File: config.mk
export PLATFORM = sky130hd
export DESIGN_NAME = risc_fetch
export DESIGN_NICKNAME = d
export VERILOG_FILES = /design/src/rtl/risc_fetch.sv
export SDC_FILE = /design/constraint.sdc
export NUM_CORES = 1
export LEC_CHECK = 0
export CORE_ASPECT_RATIO = 1.1
export CORE_UTILIZATION = 35
export DETAILED_ROUTE_END_ITERATION = 7
export SYNTH_ARGS = -nofsm -noshare
export SYNTH_HDL_FRONTEND = slang
export SYNTH_SLANG_ARGS = --single-unit
File: constraint.sdc
create_clock -name clk -period 4.1 [get_ports clk]
set_input_delay 0.41 -clock clk [delete_from_list [all_inputs] [get_ports clk]]
set_output_delay 0.41 -clock clk [all_outputs]
set_load 0.05 [all_outputs]
File: src/rtl/risc_fetch.sv
// Instruction fetch stage: drives a single-outstanding-request instruction memory
// port and loads the IF/ID pipeline register, handling stalls, flushes and redirects.
module risc_fetch #(
  parameter logic [31:0] RESET_PC = 32'h0000_0000,
  parameter logic [31:0] NOP_INST = 32'h0000_0013
) (
  input  logic        clk,
  input  logic        rst,
  input  logic        stall_f,
  input  logic        stall_d,
  input  logic        flush_d,
  input  logic        pc_src_e,
  input  logic [31:0] pc_target_e,
  output logic        imem_req,
  output logic [31:0] imem_addr,
  input  logic        imem_ack,
  input  logic [31:0] imem_rdata,
  output logic [31:0] instr_d,
  output logic [31:0] pc_d,
  output logic [31:0] pc_plus4_d,
  output logic        valid_d
);

  typedef enum logic [1:0] {
    S_REQ   = 2'd0,  // request outstanding, response will be used
    S_DRAIN = 2'd1,  // request outstanding, response will be discarded
    S_HOLD  = 2'd2   // response captured in hold_buf, waiting for decode
  } state_t;

  state_t      state;
  state_t      state_nxt;

  logic [31:0] pc_f;
  logic [31:0] req_addr;
  logic [31:0] redirect_pc;
  logic [31:0] hold_buf;

  logic [31:0] pc_nxt;
  logic [31:0] redirect_nxt;
  logic [31:0] hold_nxt;

  logic        accept;
  logic [31:0] target_pc;
  logic [31:0] seq_pc;
  logic        deliver;
  logic [31:0] deliver_instr;

  // A flush is treated like a stall so a fetched word is never lost to a bubble
  // unless a redirect makes it stale anyway.
  assign accept    = !stall_f && !stall_d && !flush_d;
  assign target_pc = pc_target_e & ~32'h0000_0003;
  assign seq_pc    = pc_f + 32'd4;

  // State register.
  // NOTE: clocked state uses non-blocking assignments so every register samples
  // the pre-edge values; blocking here would create order-dependent races.
  always_ff @(posedge clk) begin
    if (rst) begin
      state <= S_REQ;
    end else begin
      state <= state_nxt;
    end
  end

  // Next-state logic; a redirect wins over any stall.
  always_comb begin
    state_nxt = state;
    unique case (state)
      S_REQ: begin
        if (imem_ack) begin
          if (!pc_src_e && !accept) state_nxt = S_HOLD;
        end else if (pc_src_e) begin
          state_nxt = S_DRAIN;
        end
      end
      S_DRAIN: begin
        if (imem_ack) state_nxt = S_REQ;
      end
      S_HOLD: begin
        if (pc_src_e || accept) state_nxt = S_REQ;
      end
      default: state_nxt = S_REQ;
    endcase
  end

  // Output and datapath control for the current state.
  // NOTE: every signal assigned in this block gets a default first; a path that
  // leaves one unassigned would infer a latch.
  always_comb begin
    imem_req      = !rst && (state != S_HOLD);
    imem_addr     = req_addr;
    pc_nxt        = req_addr;
    redirect_nxt  = redirect_pc;
    hold_nxt      = hold_buf;
    deliver       = 1'b0;
    deliver_instr = imem_rdata;
    unique case (state)
      S_REQ: begin
        if (imem_ack) begin
          if (pc_src_e) begin
            pc_nxt = target_pc;
          end else if (accept) begin
            deliver = 1'b1;
            pc_nxt  = seq_pc;
          end else begin
            hold_nxt = imem_rdata;
          end
        end else if (pc_src_e) begin
          // req_addr must stay put until the in-flight response arrives.
          redirect_nxt = target_pc;
        end
      end
      S_DRAIN: begin
        if (imem_ack) begin
          pc_nxt = pc_src_e ? target_pc : redirect_pc;
        end else if (pc_src_e) begin
          redirect_nxt = target_pc;
        end
      end
      S_HOLD: begin
        deliver_instr = hold_buf;
        if (pc_src_e) begin
          pc_nxt = target_pc;
        end else if (accept) begin
          deliver = 1'b1;
          pc_nxt  = seq_pc;
        end
      end
      default: begin
        pc_nxt = req_addr;
      end
    endcase
  end

  // Fetch-side registers. pc_f and req_addr always move together; pc_f feeds
  // the sequential adder, req_addr drives the memory port.
  // NOTE: hold_buf is a single data register, not an array, so it is reset along
  // with the rest of the state to keep post-reset contents deterministic.
  always_ff @(posedge clk) begin
    if (rst) begin
      pc_f        <= RESET_PC;
      req_addr    <= RESET_PC;
      redirect_pc <= 32'h0000_0000;
      hold_buf    <= 32'h0000_0000;
    end else begin
      pc_f        <= pc_nxt;
      req_addr    <= pc_nxt;
      redirect_pc <= redirect_nxt;
      hold_buf    <= hold_nxt;
    end
  end

  // IF/ID register: flush > stall > delivery > bubble.
  always_ff @(posedge clk) begin
    if (rst || flush_d) begin
      instr_d    <= NOP_INST;
      pc_d       <= 32'h0000_0000;
      pc_plus4_d <= 32'h0000_0000;
      valid_d    <= 1'b0;
    end else if (!stall_d) begin
      if (deliver) begin
        instr_d    <= deliver_instr;
        pc_d       <= req_addr;
        pc_plus4_d <= seq_pc;
        valid_d    <= 1'b1;
      end else begin
        instr_d    <= NOP_INST;
        pc_d       <= 32'h0000_0000;
        pc_plus4_d <= 32'h0000_0000;
        valid_d    <= 1'b0;
      end
    end
  end

endmodule

# --- Yosys cells after proc, flatten, opt, wreduce, memory -nomap -nowiden ---
# Index checks and enable logic that the tools add are counted.
totals:
  memories: 0
  mem_bits_rw: 0
  word_cells: 60
  output_inout_bits: 130
  input_bits: 71
  mem_bits_ro: 0
  latch_bits: 0
  regBits: 195
op_classes:
  shifts: 0
  n_eq_ne: 8
  n_mux: 21
  reduce_logical: 19
  addsub: 1
  mul: 0
  n_bitwise: 3
  n_lt_le_gt_ge: 0
  div: 0
op_table:
  columns: ["operator", "count"]
  rows:
  - ["$mux W32", 9]
  - ["$pmux W32 S3", 1]
  - ["$add A32 B3 Y32 const B", 1]
  - ["$mux W2", 5]
  - ["$ne A2 B2 Y1 const B", 4]
  - ["$reduce_and A4 Y1", 2]
  - ["$logic_not A1 Y1", 6]
  - ["$ne A3 B3 Y1 const B", 2]
  - ["$pmux W2 S3", 1]
  - ["$logic_and A1 B1 Y1", 4]
  - ["$mux W1", 4]
  - ["$not A1 Y1", 3]
  - ["$reduce_and A3 Y1", 1]
  - ["$reduce_bool A3 Y1", 1]
  - ["$eq A2 B1 Y1 const B", 1]
  - ["$eq A2 B2 Y1 const B", 1]
  - ["$logic_not A2 Y1", 1]
  - ["$logic_or A1 B1 Y1", 2]
  - ["$pmux W1 S2", 1]
  - ["$reduce_and A2 Y1", 1]
  - ["$reduce_or A2 Y1", 1]

# --- Depth between registers and ports, before layout ---
depth:
  depth_word: 8
  mapped_depth: 8

# --- Worst setup path after synthesis ---
# Ideal clock, no wire load.
synth_timing:
  path_kind: "register to register"
  startpoint: "reg, netlist name imem_addr[2]"
  endpoint: "reg pc_plus4_d[28]"
  synth_period_minus_slack_ps: 2544
  n_path_buf: 1
  path_slack_ps: 1556
  arrival_ps: 2480
  required_time_ps: 4037
  stages_incl_launch_ff: 8
  setup_time_ps: 63
  path_cell_list: "dfxtp_1 > ha_1 > clkbuf_1 > inv_1 > nor4_1 > nand2_1 > or4_1 > nand3_1"
synth_rtl:
  columns: ["item", "line_no", "text"]
  rows:
  - ["end signal: assignment", "164", "pc_plus4_d <= seq_pc;"]
  - ["end: declaration", "20", "output logic [31:0] pc_plus4_d,"]

# --- Final worst setup path ---
layout_timing:
  startpoint: "reg state[0]"
  endpoint: "out imem_req"
layout_between:
  elab_chain_len: 2
layout_rtl:
  columns: ["item", "line_no", "text"]
  rows:
  - ["start: declaration", "30", "state_t state;"]
  - ["start signal: assignment", "61", "state <= state_nxt;"]
  - ["$ne A2 B2 Y1", "90", "imem_req = !rst && (state != S_HOLD);"]
  - ["$logic_and A1 B1 Y1", "90", null]
  - ["end: declaration", "14", "output logic imem_req,"]
# No other way between the ends.

==> metrics <==
status completed; top cells by area, synth dfxtp_1 (46%), nand2_1 (9.5%), a22oi_1 (6.4%), a21oi_1 (5.5%), o21ai_0 (4.3%); Final Hold Fails 0; Multi-input gate area 4170 um^2; TritonCTS clock tree built; via density per instance 5.22; unrepaired setup endpoints after global routing no; reg2reg start imem_addr[2]; Initial Util 35.7%; die area 24700 um^2; Sink Count 193; Final Cycle Share 72.8%; hold endpoint redirect_pc[11]; kind of start point of the critical path register; Port Buffer Count 198; Worst Path Arrival 2570 ps; met2 usage 32.4%; Top Usage Layer GRT met2; nets 1260; crit-path max FO 33; Synth Cell Area 8430 um^2; GP Congestion 0.819; fmax 335 MHz; cell total after placement 1474; Die Wd 150 um; drt total wl 26100 um; clock-pin slew on the worst setup and hold paths 80 ps; Pwr Total 4.20 mW; share of layout cells above drive strength 1 7.83%; Die Y 165 um; cells on worst reg2reg path 6; Yosys cell types 53; P&R area growth vs syn 32.6%; Crit path required time 3690 ps; Root Buffer clkbuf_16; core area 23600 um^2; Synth Flop Type dfxtp_1; Cells after Synth 1047; register area 3860 um^2; GR met1 Demand/Resource 30.5%; fillcell total 2352; Tightest Hold Check Type register to register; Worst VDD drop 0.237 mV; Slew headroom 19.9%; mean area per synthesized cell 8.05 um^2; Synth Net Count 1119; fin area 11200 um^2; most frequent cells in the layout nand2_1 (214), clkdlybuf4s50_1 (196), dfxtp_1 (193); largest net degree at the start of global routing 76; Final TNS setup 0 ps; Seq/Total Area, Yosys 45.8%; most common cell after layout, fill and taps aside nand2_1; setup bufs post-CTS 0; Post-synth EDFFs 0; origin of the worst min-delay path redirect_pc[11]; CTS Buffer Depth 2; Leakage Power 3.73 nW; DRC violations left 0; antenna-violating nets left 0; HPWL Detailed 17300 um; io pins 201; hold_buf cts 0; Inserted Clock Buffers 17; FP Rows 59; depth of the CTS H-tree 4; critical path class register to output port; vias after detailed routing 7862; Clk Latency, worst-skew pair 450 ps; Max Cap Violations 0; post-synth top area cell dfxtp_1; global-route wire length before repair 41000 um; antenna violations before repair 0; Crit. End Element output port; diode count 0; ys async rst share 0%; pwr dens 376 nW/um^2; total grt overflow 0; max-slew violation count 0; post-synth top area share 45.8%; Final Setup Violations 0; met3 Track Usage GR 4.20%; gr usage total 21.4%; Tmin final 2980 ps; post-CTS sizing 0; yosys warns 0; number of global-route vias before repair 7265; Post-Place Cell Area 10600 um^2; Iter 0 DRT Violations 615; Hold Path Depth 2; Worst-Margin Slew 1200 ps; flops & latches, synth 193; Setup Skew 15.6 ps; Final Non-Filler Cells 1506; Initial DRT Pass Iterations 5; end of the worst register-to-register path pc_plus4_d[28]; Avg WL per Cell 17.4 um; R2R Setup Slk 1190 ps
through the flow:
step | hold slack, ps | setup WS, ps | utilization, %
3_5_place_dp | 442 | 1190 | 44.7
2_1_floorplan | 432 | 1560 | -
5_1_grt | 471 | 991 | 47.3
6_report | 453 | 1120 | 47.3
4_1_cts | 454 | 1120 | 47.3
3_3_place_gp | 435 | 1220 | 44.7
power by group:
group          internal [mW]  switching (mW)
logic                  0.189           0.297
clock network          0.851           0.886
registers               1.92          0.0612
total                   2.96            1.24
flip-flops by register name (all words and copies together) (netlist names):
signal / cells
hold_buf: 32
imem_addr: 32
instr_d: 32
pc_d: 32
pc_plus4_d: 30
redirect_pc: 32
state: 2
valid_d: 1
worst max-delay path, cell delays in order, from the launching register on:
cell and delay [ps]:
dfxtp_1 500, nand2b_2 180, buf_4 410, and2_1 200, clkdlybuf4s50_1 840
area by class of cell:
class	count	share of cell area (%)
multi-input cells	751	37.3
flip-flops and latches	193	34.6
repair buffers	215	18.8
clock buffers	17	3.81
well taps	305	3.42
clock inverters	15	1.76
inverters	10	0.336
metal layers:
metal | vias to the layer above | wire length [um] | share of wire [%]
li1 | 3943 | - | -
met1 | 3689 | 12600 | 48
met2 | 205 | 11700 | 45
met3 | 25 | 1410 | 5.4
met4 | 0 | 427 | 1.6
met5 | - | 0 | 0
cells in the mapped netlist (all sizes together) (4+ instances only):
master / count
clkbuf: 80
a31oi: 5
xor2: 10
nand4: 16
mux2i: 5
and3: 11
o21ai: 72
a22oi: 72
nor2: 95
or3: 4
inv: 10
a221oi: 4
xnor2: 17
a211oi: 5
a21oi: 92
buf: 13
nand2b: 7
dfxtp: 193
o32ai: 5
nand2: 214
nor3: 16
and4: 4
mux2: 31
nand3: 20
nor4: 14
logic make-up (layout without fill, tap and decap cells):
group                      count (synthesis)  in the layout  share of synthesized area (%)
AOI/OAI and AO/OA                        273            273                           19.8
xor gates and xnor gates                  27             27                           2.81
adders and majority gates                  1              1                          0.148
buffers and inverters                    103            257                           4.94
DFF                                      193            193                           45.8
muxes                                     36             36                           4.74
and+or+nand+nor                          414            414                           21.7
how the worst max path moves through the flow:
stage | start | to | slack, ps
global route | state[0] | imem_req | 990
detailed placement | pc_src_e | pc_plus4_d[28] | 1190
floorplan | imem_addr[2] | pc_plus4_d[28] | 1560
finish | state[0] | imem_req | 1120
global placement | pc_src_e | pc_plus4_d[28] | 1220
CTS | state[0] | imem_req | 1120
(Power assumes the default switching activity.)
